===== src/rtl/uart_rx_ctrl_pkg.sv =====
// rtl/uart_rx_ctrl_pkg.sv - shared UART controller types and defaults
//
// Holds the packet-checker state encodings, the error cause codes and the
// default packet framing shared by the TX and RX controllers.
package uart_rx_ctrl_pkg;

    typedef enum logic [1:0] {
        ST_IDLE    = 2'd0,
        ST_COLLECT = 2'd1,
        ST_DONE    = 2'd2,
        ST_ERR     = 2'd3
    } rx_state_t;

    typedef enum logic [1:0] {
        ERR_NONE     = 2'd0,
        ERR_MISMATCH = 2'd1,
        ERR_FRAME    = 2'd2,
        ERR_TIMEOUT  = 2'd3
    } err_code_t;

    localparam logic [7:0] DEF_START_CHAR = 8'h41;
    localparam int         DEF_PKT_LEN    = 6;

    // Successor byte in the packet pattern; wraps FF -> 00.
    function automatic logic [7:0] next_byte(input logic [7:0] b);
        return b + 8'd1;
    endfunction

endpackage


===== src/rtl/uart_gap_timer.sv =====
// rtl/uart_gap_timer.sv - inter-byte gap timer with expiry pulse
//
// Ports:
//   clk     - system clock
//   rst     - synchronous active-high reset
//   clr     - clear the count (priority over en)
//   en      - count this cycle
//   expired - high in the cycle the count sits at TIMEOUT_CYC-1 while en=1
module uart_gap_timer #(
    parameter int TIMEOUT_CYC = 50000
) (
    input  logic clk,
    input  logic rst,
    input  logic clr,
    input  logic en,
    output logic expired
);

    localparam int             W    = $clog2(TIMEOUT_CYC);
    localparam logic [W-1:0]   LAST = W'(TIMEOUT_CYC - 1);

    logic [W-1:0] cnt;

    always_ff @(posedge clk) begin
        if (rst || clr) begin
            cnt <= '0;
        end else if (en) begin
            cnt <= cnt + W'(1);
        end
    end

    assign expired = en && (cnt == LAST);

endmodule


===== src/rtl/uart_rx_ctrl.sv =====
// rtl/uart_rx_ctrl.sv - UART receive packet checker with good/bad statistics
//
// Checks packets of START_CHAR followed by PKT_LEN-1 incrementing bytes.
// Ports:
//   clk, rst      - clock, synchronous active-high reset
//   rx_valid      - one-cycle strobe qualifying rx_data / rx_frame_err
//   rx_data       - received byte
//   rx_frame_err  - stop-bit error for the byte
//   clr_stats     - clear good_cnt, bad_cnt, err_code
//   pkt_done      - pulse at the end of each packet attempt
//   pkt_ok        - with pkt_done: 1 good, 0 bad
//   err_code      - cause of the last bad packet
//   good_cnt      - saturating good packet count
//   bad_cnt       - saturating bad packet count
//   busy          - packet collection in progress
module uart_rx_ctrl
    import uart_rx_ctrl_pkg::*;
#(
    parameter logic [7:0] START_CHAR  = DEF_START_CHAR,
    parameter int         PKT_LEN     = DEF_PKT_LEN,
    parameter int         TIMEOUT_CYC = 50000,
    parameter int         CNT_W       = 16
) (
    input  logic             clk,
    input  logic             rst,
    input  logic             rx_valid,
    input  logic [7:0]       rx_data,
    input  logic             rx_frame_err,
    input  logic             clr_stats,
    output logic             pkt_done,
    output logic             pkt_ok,
    output logic [1:0]       err_code,
    output logic [CNT_W-1:0] good_cnt,
    output logic [CNT_W-1:0] bad_cnt,
    output logic             busy
);

    localparam logic [7:0]       LEN8    = 8'(PKT_LEN);
    localparam logic [CNT_W-1:0] CNT_INC = CNT_W'(1);

    rx_state_t  state, state_nxt;
    logic [7:0] exp_byte, exp_nxt;
    logic [7:0] idx, idx_nxt;
    err_code_t  err_pend, pend_nxt;
    err_code_t  err_q;

    logic is_start;
    logic timer_clr;
    logic timer_en;
    logic expired;

    assign is_start  = rx_valid && !rx_frame_err && (rx_data == START_CHAR);

    // Timer only runs while collecting and restarts on every byte; outside
    // COLLECT it is held at zero so entry into COLLECT starts from a clean count.
    assign timer_clr = (state != ST_COLLECT) || rx_valid;
    assign timer_en  = (state == ST_COLLECT) && !rx_valid;

    uart_gap_timer #(
        .TIMEOUT_CYC (TIMEOUT_CYC)
    ) u_gap_timer (
        .clk     (clk),
        .rst     (rst),
        .clr     (timer_clr),
        .en      (timer_en),
        .expired (expired)
    );

    always_comb begin
        state_nxt = state;
        exp_nxt   = exp_byte;
        idx_nxt   = idx;
        pend_nxt  = err_pend;
        case (state)
            ST_IDLE, ST_DONE, ST_ERR: begin
                // DONE/ERR also hunt so a start byte right after a packet is kept.
                if (is_start) begin
                    state_nxt = ST_COLLECT;
                    exp_nxt   = next_byte(START_CHAR);
                    idx_nxt   = 8'd1;
                end else begin
                    state_nxt = ST_IDLE;
                end
            end
            ST_COLLECT: begin
                if (rx_valid) begin
                    if (rx_frame_err) begin
                        state_nxt = ST_ERR;
                        pend_nxt  = ERR_FRAME;
                    end else if (rx_data != exp_byte) begin
                        state_nxt = ST_ERR;
                        pend_nxt  = ERR_MISMATCH;
                    end else begin
                        idx_nxt = idx + 8'd1;
                        exp_nxt = next_byte(exp_byte);
                        if (idx_nxt == LEN8) begin
                            state_nxt = ST_DONE;
                        end
                    end
                end else if (expired) begin
                    state_nxt = ST_ERR;
                    pend_nxt  = ERR_TIMEOUT;
                end
            end
            default: begin
                state_nxt = ST_IDLE;
            end
        endcase
    end

    always_ff @(posedge clk) begin
        if (rst) begin
            state    <= ST_IDLE;
            exp_byte <= 8'd0;
            idx      <= 8'd0;
            err_pend <= ERR_NONE;
            pkt_done <= 1'b0;
            pkt_ok   <= 1'b0;
            busy     <= 1'b0;
        end else begin
            state    <= state_nxt;
            exp_byte <= exp_nxt;
            idx      <= idx_nxt;
            err_pend <= pend_nxt;
            pkt_done <= (state_nxt == ST_DONE) || (state_nxt == ST_ERR);
            pkt_ok   <= (state_nxt == ST_DONE);
            busy     <= (state_nxt == ST_COLLECT);
        end
    end

    // Statistics commit at the end of the DONE/ERR cycle so a clear asserted
    // during that cycle overrides the increment.
    always_ff @(posedge clk) begin
        if (rst || clr_stats) begin
            good_cnt <= '0;
            bad_cnt  <= '0;
            err_q    <= ERR_NONE;
        end else begin
            if (state == ST_DONE && good_cnt != '1) begin
                good_cnt <= good_cnt + CNT_INC;
            end
            if (state == ST_ERR) begin
                err_q <= err_pend;
                if (bad_cnt != '1) begin
                    bad_cnt <= bad_cnt + CNT_INC;
                end
            end
        end
    end

    assign err_code = err_q;

endmodule

===== config.mk =====
export PLATFORM = sky130hd
export DESIGN_NAME = uart_rx_ctrl
export DESIGN_NICKNAME = d
export VERILOG_FILES = /design/src/rtl/uart_rx_ctrl_pkg.sv /design/src/rtl/uart_gap_timer.sv /design/src/rtl/uart_rx_ctrl.sv
export SDC_FILE = /design/constraint.sdc
export NUM_CORES = 1
export LEC_CHECK = 0
export CELL_PAD_IN_SITES_DETAIL_PLACEMENT = 1
export CELL_PAD_IN_SITES_GLOBAL_PLACEMENT = 1
export CORE_MARGIN = 2
export CORE_UTILIZATION = 46
export CTS_BUF_LIST = sky130_fd_sc_hd__clkbuf_2
export DETAILED_ROUTE_END_ITERATION = 8
export PLACE_DENSITY_LB_ADDON = 0.05
export SLEW_MARGIN = 20
export SYNTH_ARGS = -nofsm -noshare
export SYNTH_HDL_FRONTEND = slang
export SYNTH_SLANG_ARGS = --single-unit

===== constraint.sdc =====
create_clock -name clk -period 5.4 [get_ports clk]
set_input_delay 0.54 -clock clk [delete_from_list [all_inputs] [get_ports clk]]
set_output_delay 0.54 -clock clk [all_outputs]
set_load 0.005 [all_outputs]

* After elaboration in Yosys (flattened, before gate mapping)
Cells that the tools add are included.
** Storage, ports and cells
- Register bits after elaboration :: 73
- Word-level logic and storage cells :: 72
** Cells by class
- $add $sub $neg :: 5
- Equality and inequality tests :: 18
- Muxes and demuxes :: 21
- Reductions and logical operators :: 17
** Operator list (count)
- 2-to-1 mux 8 bit :: 8
- adder 16 x 1 -> 16 bit (second input constant) :: 3
- != test 16 bit (second input constant) :: 2
- case mux 8 bit (2 select lines) :: 2
- 2-to-1 mux 2 bit :: 9
- adder 8 x 1 -> 8 bit (second input constant) :: 2
- == test 16 bit (second input constant) :: 1
- == test 2 bit (second input constant) :: 4
- == test 8 x 3 -> 1 bit (second input constant) :: 1
- == test 8 x 7 -> 1 bit (second input constant) :: 1
- != test 2 bit (second input constant) :: 4
- != test 8 bit :: 1
- logical AND 1 bit :: 5
- == test 2 x 1 -> 1 bit (second input constant) :: 2
- logical OR 1 bit :: 4
- case mux 2 bit (2 select lines) :: 1
- AND reduction 4 bit :: 1
- != test 3 x 1 -> 1 bit (second input constant) :: 1
- AND reduction 3 bit :: 1
- OR reduction 3 bit :: 1
- zero test 1 bit :: 2
- zero test 2 bit :: 1
- != test 2 x 1 -> 1 bit (second input constant) :: 1
- AND reduction 2 bit :: 1
- other kinds (2) :: 2

* Depth between registers and ports, before layout
Gate-level depths: netlist of the first run.
- Word-level depth :: 9
- Depth in mapped cells :: 9

* Hierarchy
Synthesis of the first run repeated with hierarchy kept, for this count alone.
** Unflattened totals
- Cell total of the unflattened synthesis :: 441
- Area total of the unflattened synthesis :: 3697.3 um^2
** By module, submodules not included
- uart_rx_ctrl :: sequential area each 1141.1 um^2, cells an instance 349, times used 1, area an instance 2891.5 um^2
- uart_gap_timer :: sequential area each 320.3 um^2, cells an instance 92, times used 1, area an instance 805.8 um^2

* Worst setup path before layout of the first run
No wires, ideal clock.
- Path kind :: input to register
- From :: input port rx_data[4]
- To :: register exp_byte[4]
- Arrival :: 1.870 ns
- Stages :: 6
- Data required time :: 5.341 ns
- Path buffers :: 1
- Slack :: 3.471 ns
- Library setup time :: 0.059 ns
- Path through :: xor2_1 > nor4_4 > nand3_2 > buf_6 > or4_1 > nand2_1
** Between the ends
- Longest elaborated chain between the ends :: 4
- Elaborated cells between the ends (all ways) :: 6
- Those cells by class :: eq/ne (4); reduce/logical (2)
** Ends and longest elaborated chain
- start, declared :: line uart_rx_ctrl.sv:27 : input logic [7:0] rx_data,
- == test 8 x 7 -> 1 bit :: line uart_rx_ctrl.sv:52 : assign is_start = rx_valid && !rx_frame_err && (rx_data == START_CHAR);
- logical AND 1 bit :: line uart_rx_ctrl.sv:52
- != test 2 bit (no line)
- AND reduction 4 bit (no line) *
- end signal, assigned :: line uart_rx_ctrl.sv:122 : exp_byte <= exp_nxt;
- end, declared :: line uart_rx_ctrl.sv:42 : logic [7:0] exp_byte, exp_nxt;
Every way passes the cells marked *; elsewhere a longest branch is shown, timed or not.
A chain may end at the register's enable or synchronous reset.

* Worst setup path after layout of the first run
- From :: input port rx_data[4]
- To :: register exp_byte[7]
Same word-level chain as after synthesis.

==> results of run 1 <==
## power by group through the flow
| stage | logic, uW | registers, uW | clock network, uW |
|---|---|---|---|
| 2_1_floorplan | 13.7 | 551 | 0 |
| 3_3_place_gp | 27.3 | 551 | 0 |
| 3_5_place_dp | 28.3 | 551 | 0 |
| 4_1_cts | 28.3 | 540 | 369 |
| 5_1_grt | 30.4 | 541 | 396 |
| 6_report | 27.9 | 540 | 359 |
## registers in the layout (all words and copies together) (netlist names)
register	count
bad_cnt	16
pkt_done	1
state	2
exp_byte	8
good_cnt	16
pkt_ok	1
idx	8
busy	1
err_code	2
u_gap_timer.cnt	16
err_pend	2
## cells in the mapped netlist (3+ instances only)
library cell	count	share of area, %
nand3_1	29	4.0
a211oi_1	4	0.83
dfxtp_1	73	40
xnor2_1	24	5.8
a2111oi_0	3	0.72
nor2b_1	6	1.0
nand2_1	29	3.0
clkbuf_1	10	1.0
and4_1	3	0.72
nand4_1	16	2.8
o21ai_0	9	1.2
nor2_1	58	6.0
nor4_1	7	1.2
a21oi_1	15	2.1
nor3_1	8	1.1
inv_1	11	1.1
ha_1	6	2.1
and3_1	6	1.0
buf_6	3	0.93
or3_1	11	1.9
nor4bb_1	3	0.83
o211ai_1	7	1.4
or2_2	4	0.69
xor2_1	25	6.0
or4_1	3	0.62
nor4b_1	3	0.72
and2_1	3	0.52
## critical path, delay by kind of cell
kind | cells | cell delay (ns)
simple gates | 3 | 1.46
buf+inv | 1 | 0.45
xor+xnor | 1 | 0.18
compound gates | 1 | 0.14
## cells by family after synthesis
kind of cell | share of synthesized area, %
buffers and inverters | 3.45
flip-flops | 40.3
multiplexers | 0.587
adder cells (fa/ha/maj) | 2.07
AND/OR/NAND/NOR | 31.4
XOR/XNOR | 11.8
AO/OA/AOI/OAI | 10.3
## placed cells by master, fill, tap and decap left out, drive strengths merged, types with 3 or more instances in the layout
cell type / n
or3: 11
xnor2: 24
nor4b: 4
a21oi: 15
nand4: 18
xor2: 25
o211ai: 7
nand2: 29
clkdlybuf4s50: 49
nor4bb: 3
and3: 6
a211oi: 4
nor3: 9
ha: 6
clkbuf: 9
nand2b: 3
and2: 3
a31o: 3
nor2b: 6
inv: 11
clkinv: 4
and4: 3
nand3: 30
a2111oi: 3
o21ai: 11
or4: 3
or2: 5
dfxtp: 73
nor4: 9
nor2: 58
## per-layer routing
metal	part of all wire, %	track usage, %
met2	48	34.8
met3	2.8	3.25
met5	0	0
met4	2.3	9.68
met1	47	26.7
## worst paths after layout
kind,end,depth (start not counted),slack (ns)
max,exp_byte[7],6,3.10
min,err_code[1],2,0.49
max reg2reg,exp_byte[7],5,3.12
min reg2reg,err_code[1],2,0.49
## final cells by class
| cell class | count | area (um2) |
|---|---|---|
| multi-input combinational | 318 | 2040 |
| clock inverter | 7 | 95.1 |
| timing repair buffer | 49 | 490 |
| sequential | 73 | 1460 |
| fill | 936 | 3390 |
| inverter | 11 | 41.3 |
| tap | 102 | 128 |
| clock buffer | 9 | 45.0 |
## through the flow
step | cells | total power (uW) | util (%) | setup WS, ns
finish | 569 | 927 | 55.9 | 3.10
global route | 569 | 967 | 55.9 | 2.93
CTS | 569 | 937 | 55.9 | 3.10
detailed placement | 553 | 579 | 54.1 | 2.56
global placement | 553 | 578 | 54.1 | 2.68
floorplan | 417 | 564 | - | 3.47
==> results.json, run 1 <==
{
  "status": "completed",
  "dpl_cell_area_mm2": 0.00416,
  "slew_violations": 0,
  "synth-seq-area-share_pct": 40.3,
  "drc": 0,
  "critPathArrivalTime_ns": 2.78,
  "cp-end-kind": "flop",
  "seq_power_share_pct": 58.3,
  "hold_slack_ns": 0.489,
  "p_sw_share_pct": 24.0,
  "antenna_found_initial": 0,
  "gp_congestion": 0.821,
  "post_synth.cell_area_avg_um2": 8.70,
  "cts-buffers-inserted": 9,
  "clk_latency_ns": 0.54,
  "die-area_mm2": 0.00861,
  "cpMaxStageDelayCell": "or4_1",
  "ir_worst_vdd_uv": 104,
  "grt_use_total_pct": 21.0,
  "grt_max_degree": 33,
  "power_frac_comb_pct": 3.0,
  "synth_seq_cells": 73,
  "worstSetupPathType": "in2reg",
  "pwr-share-clk_pct": 38.7,
  "avgRoutedWirePerCell_um": 14.8,
  "worst_slew_pin_slew_ns": 0.628,
  "ant_nets": 0,
  "dr.pass1.iters": 4,
  "pwr_density_cell_mw_per_mm2": 216,
  "grt_pass1_vias": 3118,
  "cts_tree": "done",
  "switchingPower_uw": 223,
  "cts_hold_buffers": 0,
  "finalClockSkew_ns": 0.0264,
  "postLayoutCellArea_mm2": 0.00430,
  "gr-total-overflow": 0,
  "syn_area_mm2": 0.00363,
  "async_flop_share_pct": 0,
  "grt_pass1_wl_um": 14600,
  "startpoint": "rx_data[4]",
  "diodes": 0,
  "hold_violations": 0,
  "synth-main-ff-cell": "dfxtp_1",
  "vias": 3140,
  "area_growth_pct": 18.6,
  "cap_viol_max_count": 0,
  "cts_setup_buffers": 0,
  "power.internal_uw": 704,
  "core_area_mm2": 0.00769,
  "setup_tns_ns": 0,
  "r2r_start": "exp_byte[4]",
  "fp.dieW_um": 92.8,
  "post-route-period-util_pct": 42.6,
  "startpoint_type": "primary input",
  "die_y_um": 92.8,
  "io_buffers": 49,
  "ctsLongestPathBuffers": 2,
  "syn_inst": 417,
  "setup_viol": 0,
  "ctsResizeCount": 0,
  "first_iter_violations": 64,
  "drive_gt1_share_pct": 7.07,
  "crit_chain": "clkdlybuf4s50_1, xor2_1, nor4_4, nand3_2, or4_1, a21oi_1",
  "synth_edf_count": 0,
  "worstHoldPathType": "reg2reg",
  "ys_types": 59,
  "worstPathRequired_ns": 5.88,
  "htree_levels": 3,
  "period_needed_ns": 2.30,
  "cts_root_buf": "clkbuf_2",
  "vias_per_cell": 5.52,
  "initial_core_util_pct": 47.2,
  "min_from": "err_code[1]",
  "wl_um": 8440,
  "leakagePower_uw": 0.00137,
  "rsz0062_at_grt": "no",
  "dp_hpwl_um": 6130,
  "syn_nets": 436,
  "io_pins": 50,
  "max_stage_delay_ns": 0.62,
  "maxSlewHeadroom_pct": 58.1,
  "ys_warn_count": 0,
  "nets": 481,
  "cts.sinks": 73,
  "fmax_mhz": 435,
  "rows": 32,
  "path_max_fanout": 20,
  "clk_pin_slew_ns": 0.19
}
Power figures use the tool's default switching activity.
==> inputs of run 2 (changes only) <==
- CORE_UTILIZATION: 46 -> 43
- clock period: 5.4 -> 2.2 ns (I/O delays scaled with it)
==> results.json, run 2 (synthesis results as in run 1) <==
{
  "rows": 33,
  "startpoint": "idx[1]",
  "first_iter_violations": 58,
  "vias_per_cell": 5.42,
  "leakagePower_uw": 0.00143,
  "finalWorstSetupSlack_ns": 0.261,
  "clk_pin_slew_ns": 0.21,
  "htree_levels": 3,
  "period_needed_ns": 1.94,
  "ctsResizeCount": 0,
  "path_max_fanout": 6,
  "io_pins": 50,
  "finalClockSkew_ns": 0.0285,
  "hold_violations": 0,
  "status": "completed",
  "wl_um": 8720,
  "power_uw": 2020,
  "worst_slew_pin_slew_ns": 0.519,
  "ir_worst_vdd_uv": 267,
  "grt_pass1_wl_um": 15000,
  "rrSetupSlack_ns": 0.26,
  "power_frac_comb_pct": 3.8,
  "startpoint_type": "flop",
  "max_stage_delay_ns": 0.40,
  "io_buffers": 49,
  "vias": 3204,
  "fmax_mhz": 516,
  "most-common-layout-cells": "73 x dfxtp_1, 58 x nor2_1, 49 x clkdlybuf4s50_1",
  "maxSlewHeadroom_pct": 64.5,
  "fp.dieW_um": 95.8,
  "core_area_mm2": 0.00818,
  "pwr-share-clk_pct": 30.5,
  "cts_root_buf": "clkbuf_2",
  "critPathArrivalTime_ns": 2.35,
  "nets": 500,
  "rsz0062_at_grt": "no",
  "cts_hold_buffers": 0,
  "dp_hpwl_um": 6560,
  "crit_chain": "ha_1, and3_1, a311oi_1, nor4b_2, nor2_1, nor3_1",
  "grt_use_total_pct": 20.8,
  "power.internal_uw": 1510,
  "ant_nets": 0,
  "cp-end-kind": "flop",
  "layout_commonest_cell": "dfxtp_1",
  "slew_violations": 0,
  "cpMaxStageDelayCell": "dfxtp_1",
  "dr.pass1.iters": 4,
  "grt_pass1_vias": 3215,
  "setup_viol": 0,
  "die-area_mm2": 0.00918,
  "multiInputGateArea_mm2": 0.00204,
  "diodes": 0,
  "drc": 0,
  "initial_core_util_pct": 44.4,
  "worstSetupPathType": "reg2reg",
  "die_y_um": 95.8,
  "cts_tree": "done",
  "dp_slack_ns": 0.0463,
  "antenna_found_initial": 0,
  "seqCellArea_mm2": 0.00146,
  "p_sw_share_pct": 25.0,
  "cts_setup_buffers": 0,
  "gp_congestion": 0.786,
  "num-fill-cells": 1006,
  "worstPathRequired_ns": 2.61,
  "area_growth_pct": 21.0,
  "reg_top3": "bad_cnt (16), good_cnt (16), u_gap_timer.cnt (16)",
  "r2r-end": "pkt_done",
  "post-route-period-util_pct": 88.1,
  "cap_viol_max_count": 0,
  "seq_power_share_pct": 65.7,
  "worstHoldPathType": "in2reg",
  "pwr_density_cell_mw_per_mm2": 460,
  "hold_slack_ns": 0.424,
  "cts-buffers-inserted": 9,
  "grt_max_degree": 32,
  "switchingPower_uw": 503,
  "ctsLongestPathBuffers": 2,
  "setup_tns_ns": 0,
  "ff2ff_path_depth": 6,
  "avgRoutedWirePerCell_um": 14.8,
  "clk_latency_ns": 0.50,
  "critPathCapture": "pkt_done",
  "cts.sinks": 73,
  "drive_gt1_share_pct": 10.3,
  "r2r_start": "idx[1]",
  "gr-total-overflow": 0
}
[run 2: cell count changes in the layout (fill, tap and decap cells not counted), sizes merged]
cell,before,now
buf,0,19
bufinv,2,0
clkbuf,9,12
clkinv,4,3
[run 2: power by group through the flow]
stage | registers [uW] | clock network [uW] | logic, uW
after floorplan | 1350 | 0 | 33.6
after global placement | 1350 | 0 | 74.6
after detailed placement | 1350 | 0 | 77.4
after CTS | 1330 | 654 | 77.5
after global routing | 1330 | 709 | 82.4
final | 1320 | 615 | 76.4
[run 2: per-layer routing]
layer	part of all wire, %	routed length, um	vias up	track usage, %
li1	-	-	1618	-
met1	46	4020	1528	26.1
met2	49	4310	47	35.7
met3	2.9	252	11	3.45
met4	1.5	133	0	7.62
met5	0	0	-	0
[run 2: area by class of cell]
cell class	instances	share of cell area, %
multi-input combinational	318	46.5
clock inverter	4	0.456
sequential	73	33.3
clock buffer	12	1.37
tap	105	2.99
inverter	11	0.941
timing repair buffer	68	14.4
[run 2: stage by stage]
stage / utilization, % / cells / cell area, um2
finish: 53.7 / 591 / 4390
global route: 53.7 / 591 / 4390
CTS: 53.7 / 591 / 4390
detailed placement: 52.7 / 575 / 4310
global placement: 52.7 / 575 / 4310
floorplan: - / 417 / 3630
[run 2: critical path: cells and delay by family, from the launching register on]
family,cells,cell delay (ns)
AOI/OAI and AO/OA,1,0.25
DFF,1,0.40
and+or+nand+nor,4,0.99
adders and majority gates,1,0.23
[run 2: how the worst min path moves through the flow]
stage | start | end | depth (start not counted)
finish | clr_stats | good_cnt[6] | 3
global route | clr_stats | good_cnt[6] | 3
global placement | u_gap_timer.cnt[0] | u_gap_timer.cnt[0] | 1
CTS | clr_stats | good_cnt[6] | 3
floorplan | rst | busy | 1
detailed placement | err_code[0] | err_code[0] | 2
==> inputs of run 3 (changes only) <==
- ABC_AREA: unset -> 1
- CORE_UTILIZATION: 43 -> 41
==> results.json, run 3 <==
{
  "status": "completed",
  "leakagePower_uw": 0.00159,
  "ff2ff_path_depth": 11,
  "period_needed_ns": 1.97,
  "startpoint_type": "flop",
  "power_frac_comb_pct": 3.6,
  "grt_use_total_pct": 20.3,
  "worstSetupPathType": "reg2reg",
  "syn_inst": 532,
  "worst_slew_pin_slew_ns": 0.424,
  "rows": 34,
  "ctsLongestPathBuffers": 2,
  "rsz0062_at_grt": "no",
  "p_sw_share_pct": 24.6,
  "worstHoldPathType": "reg2reg",
  "diodes": 0,
  "area_growth_pct": 21.6,
  "pwr_density_cell_mw_per_mm2": 513,
  "fmax_mhz": 508,
  "instances_no_fill": 707,
  "clk_pin_slew_ns": 0.23,
  "path_max_fanout": 9,
  "cp-end-kind": "flop",
  "dp_hpwl_um": 7390,
  "grt_max_degree": 19,
  "vias": 3611,
  "synth_most_common_cell": "nand2_1",
  "worstPathRequired_ns": 2.65,
  "synth-seq-area-share_pct": 39.6,
  "post-place-cells": 691,
  "initial_core_util_pct": 42.3,
  "syn_nets": 551,
  "die-area_mm2": 0.00978,
  "die_y_um": 98.9,
  "synth_edf_count": 0,
  "cts_hold_buffers": 0,
  "yosys.area.top_type_share_pct": 39.6,
  "syn_area_mm2": 0.00369,
  "switchingPower_uw": 567,
  "antenna_found_initial": 0,
  "wl_um": 9450,
  "setup_tns_ns": 0,
  "htree_levels": 3,
  "cts_root_buf": "clkbuf_2",
  "vias_per_cell": 5.11,
  "cts_tree": "done",
  "ir_worst_vdd_uv": 313,
  "cap_viol_max_count": 0,
  "min_path_cells": 2,
  "layout_commonest_cell": "nand2_1",
  "drive_gt1_share_pct": 10.4,
  "gp_congestion": 0.765,
  "seq_power_share_pct": 57.5,
  "ys_types": 36,
  "most-common-layout-cells": "112 x nand2_1, 73 x dfxtp_1, 69 x inv_1",
  "post-route-period-util_pct": 89.5,
  "clk_latency_ns": 0.54,
  "async_flop_share_pct": 0,
  "setup_viol": 0,
  "ys_top_cells_by_area": "dfxtp_1 40%, nand2_1 11%, inv_1 7.0%",
  "power.internal_uw": 1740,
  "io_buffers": 49,
  "slew_violations": 0,
  "synth_seq_cells": 73,
  "critPathArrivalTime_ns": 2.42,
  "gr-total-overflow": 0,
  "reg_top3": "bad_cnt (16), good_cnt (16), u_gap_timer.cnt (16)",
  "grt_pass1_wl_um": 16400,
  "avgRoutedWirePerCell_um": 13.4,
  "ys_warn_count": 0,
  "pwr-share-clk_pct": 38.9,
  "fp.dieW_um": 98.9,
  "core_area_mm2": 0.00872,
  "finalClockSkew_ns": 0.0305,
  "ys_top_cells_by_count": "113 x nand2_1, 73 x dfxtp_1, 69 x inv_1",
  "cts-buffers-inserted": 9,
  "dr.pass1.iters": 4,
  "first_iter_violations": 49,
  "grt_pass1_vias": 3821,
  "yosys.area.top_type": "dfxtp_1",
  "hold_violations": 0,
  "maxSlewHeadroom_pct": 71.5,
  "post_synth.cell_area_avg_um2": 6.94,
  "io_pins": 50,
  "nets": 613,
  "synth-main-ff-cell": "dfxtp_1",
  "ant_nets": 0,
  "cts_setup_buffers": 0,
  "drc": 0,
  "cts.sinks": 73
}
==> run 3: layout make-up <==
type | instances | area (um2)
clock buffers | 9 | 45.0
repair buffers | 58 | 558
fillers | 1135 | 4230
inverters | 85 | 319
flip-flops and latches | 73 | 1460
well taps | 108 | 135
multi-input cells | 367 | 1880
clock inverters | 7 | 93.8
==> run 3: path summary, 6_finish.rpt <==
kind                 endpoint  slack (ns)   startpoint
hold / removal    err_code[0]        0.45  err_pend[0]
hold reg to reg   err_code[0]        0.45  err_pend[0]
setup reg to reg  bad_cnt[14]        0.23   bad_cnt[0]
setup / recovery  bad_cnt[14]        0.23   bad_cnt[0]
==> run 3: cells by family after synthesis <==
group                      count (synthesis)  share of synthesized area, %
and+or+nand+nor                          262                          33.5
buffers and inverters                     92                          9.69
AOI/OAI and AO/OA                         85                          11.9
DFF                                       73                          39.6
xor gates and xnor gates                  14                          3.32
adders and majority gates                  6                          2.03
==> run 3: critical path: stages, from the launching register on <==
cell	delay, ns
dfxtp_1	0.40
ha_1	0.24
nand3_1	0.12
nor2_1	0.06
nand3_1	0.08
nand2_2	0.14
inv_2	0.15
nand2_1	0.08
nor2_1	0.19
nand2_1	0.11
o21ai_0	0.24
nor2_1	0.09
==> run 3: timing repair <==
| action | CTS | global route |
|---|---|---|
| endpoints found under the setup margin | 0 | 1 |
| resized for setup | 0 | 1 |
| hold endpoints to repair | 0 | 0 |
==> run 3: power by group through the flow <==
| stage | sequential [uW] | clock, uW | combinational (uW) |
|---|---|---|---|
| finish | 1330 | 896 | 82.0 |
| global placement | 1350 | 0 | 79.6 |
| detailed placement | 1350 | 0 | 82.8 |
| floorplan | 1350 | 0 | 37.7 |
| global route | 1330 | 977 | 91.2 |
| CTS | 1330 | 925 | 83.0 |
==> run 3: metrics by stage <==
step / setup slack (ns) / area, um2 / util [%] / total power (uW) / hold WS (ns)
finish: 0.231 / 4490 / 51.5 / 2300 / 0.452
global route: 0.0810 / 4490 / 51.5 / 2400 / 0.455
detailed placement: 0.0950 / 4350 / 49.8 / 1430 / 0.443
CTS: 0.237 / 4490 / 51.4 / 2330 / 0.438
global placement: 0.149 / 4350 / 49.8 / 1430 / 0.431
floorplan: 0.600 / 3690 / - / 1390 / 0.289
==> run 3: routing by layer <==
layer	vias up	global-route usage [%]	routed length [um]
met4	0	8.32	169
met2	54	36.6	4690
met1	1706	23.9	4310
met5	-	0	0
li1	1835	-	-
met3	16	2.98	276
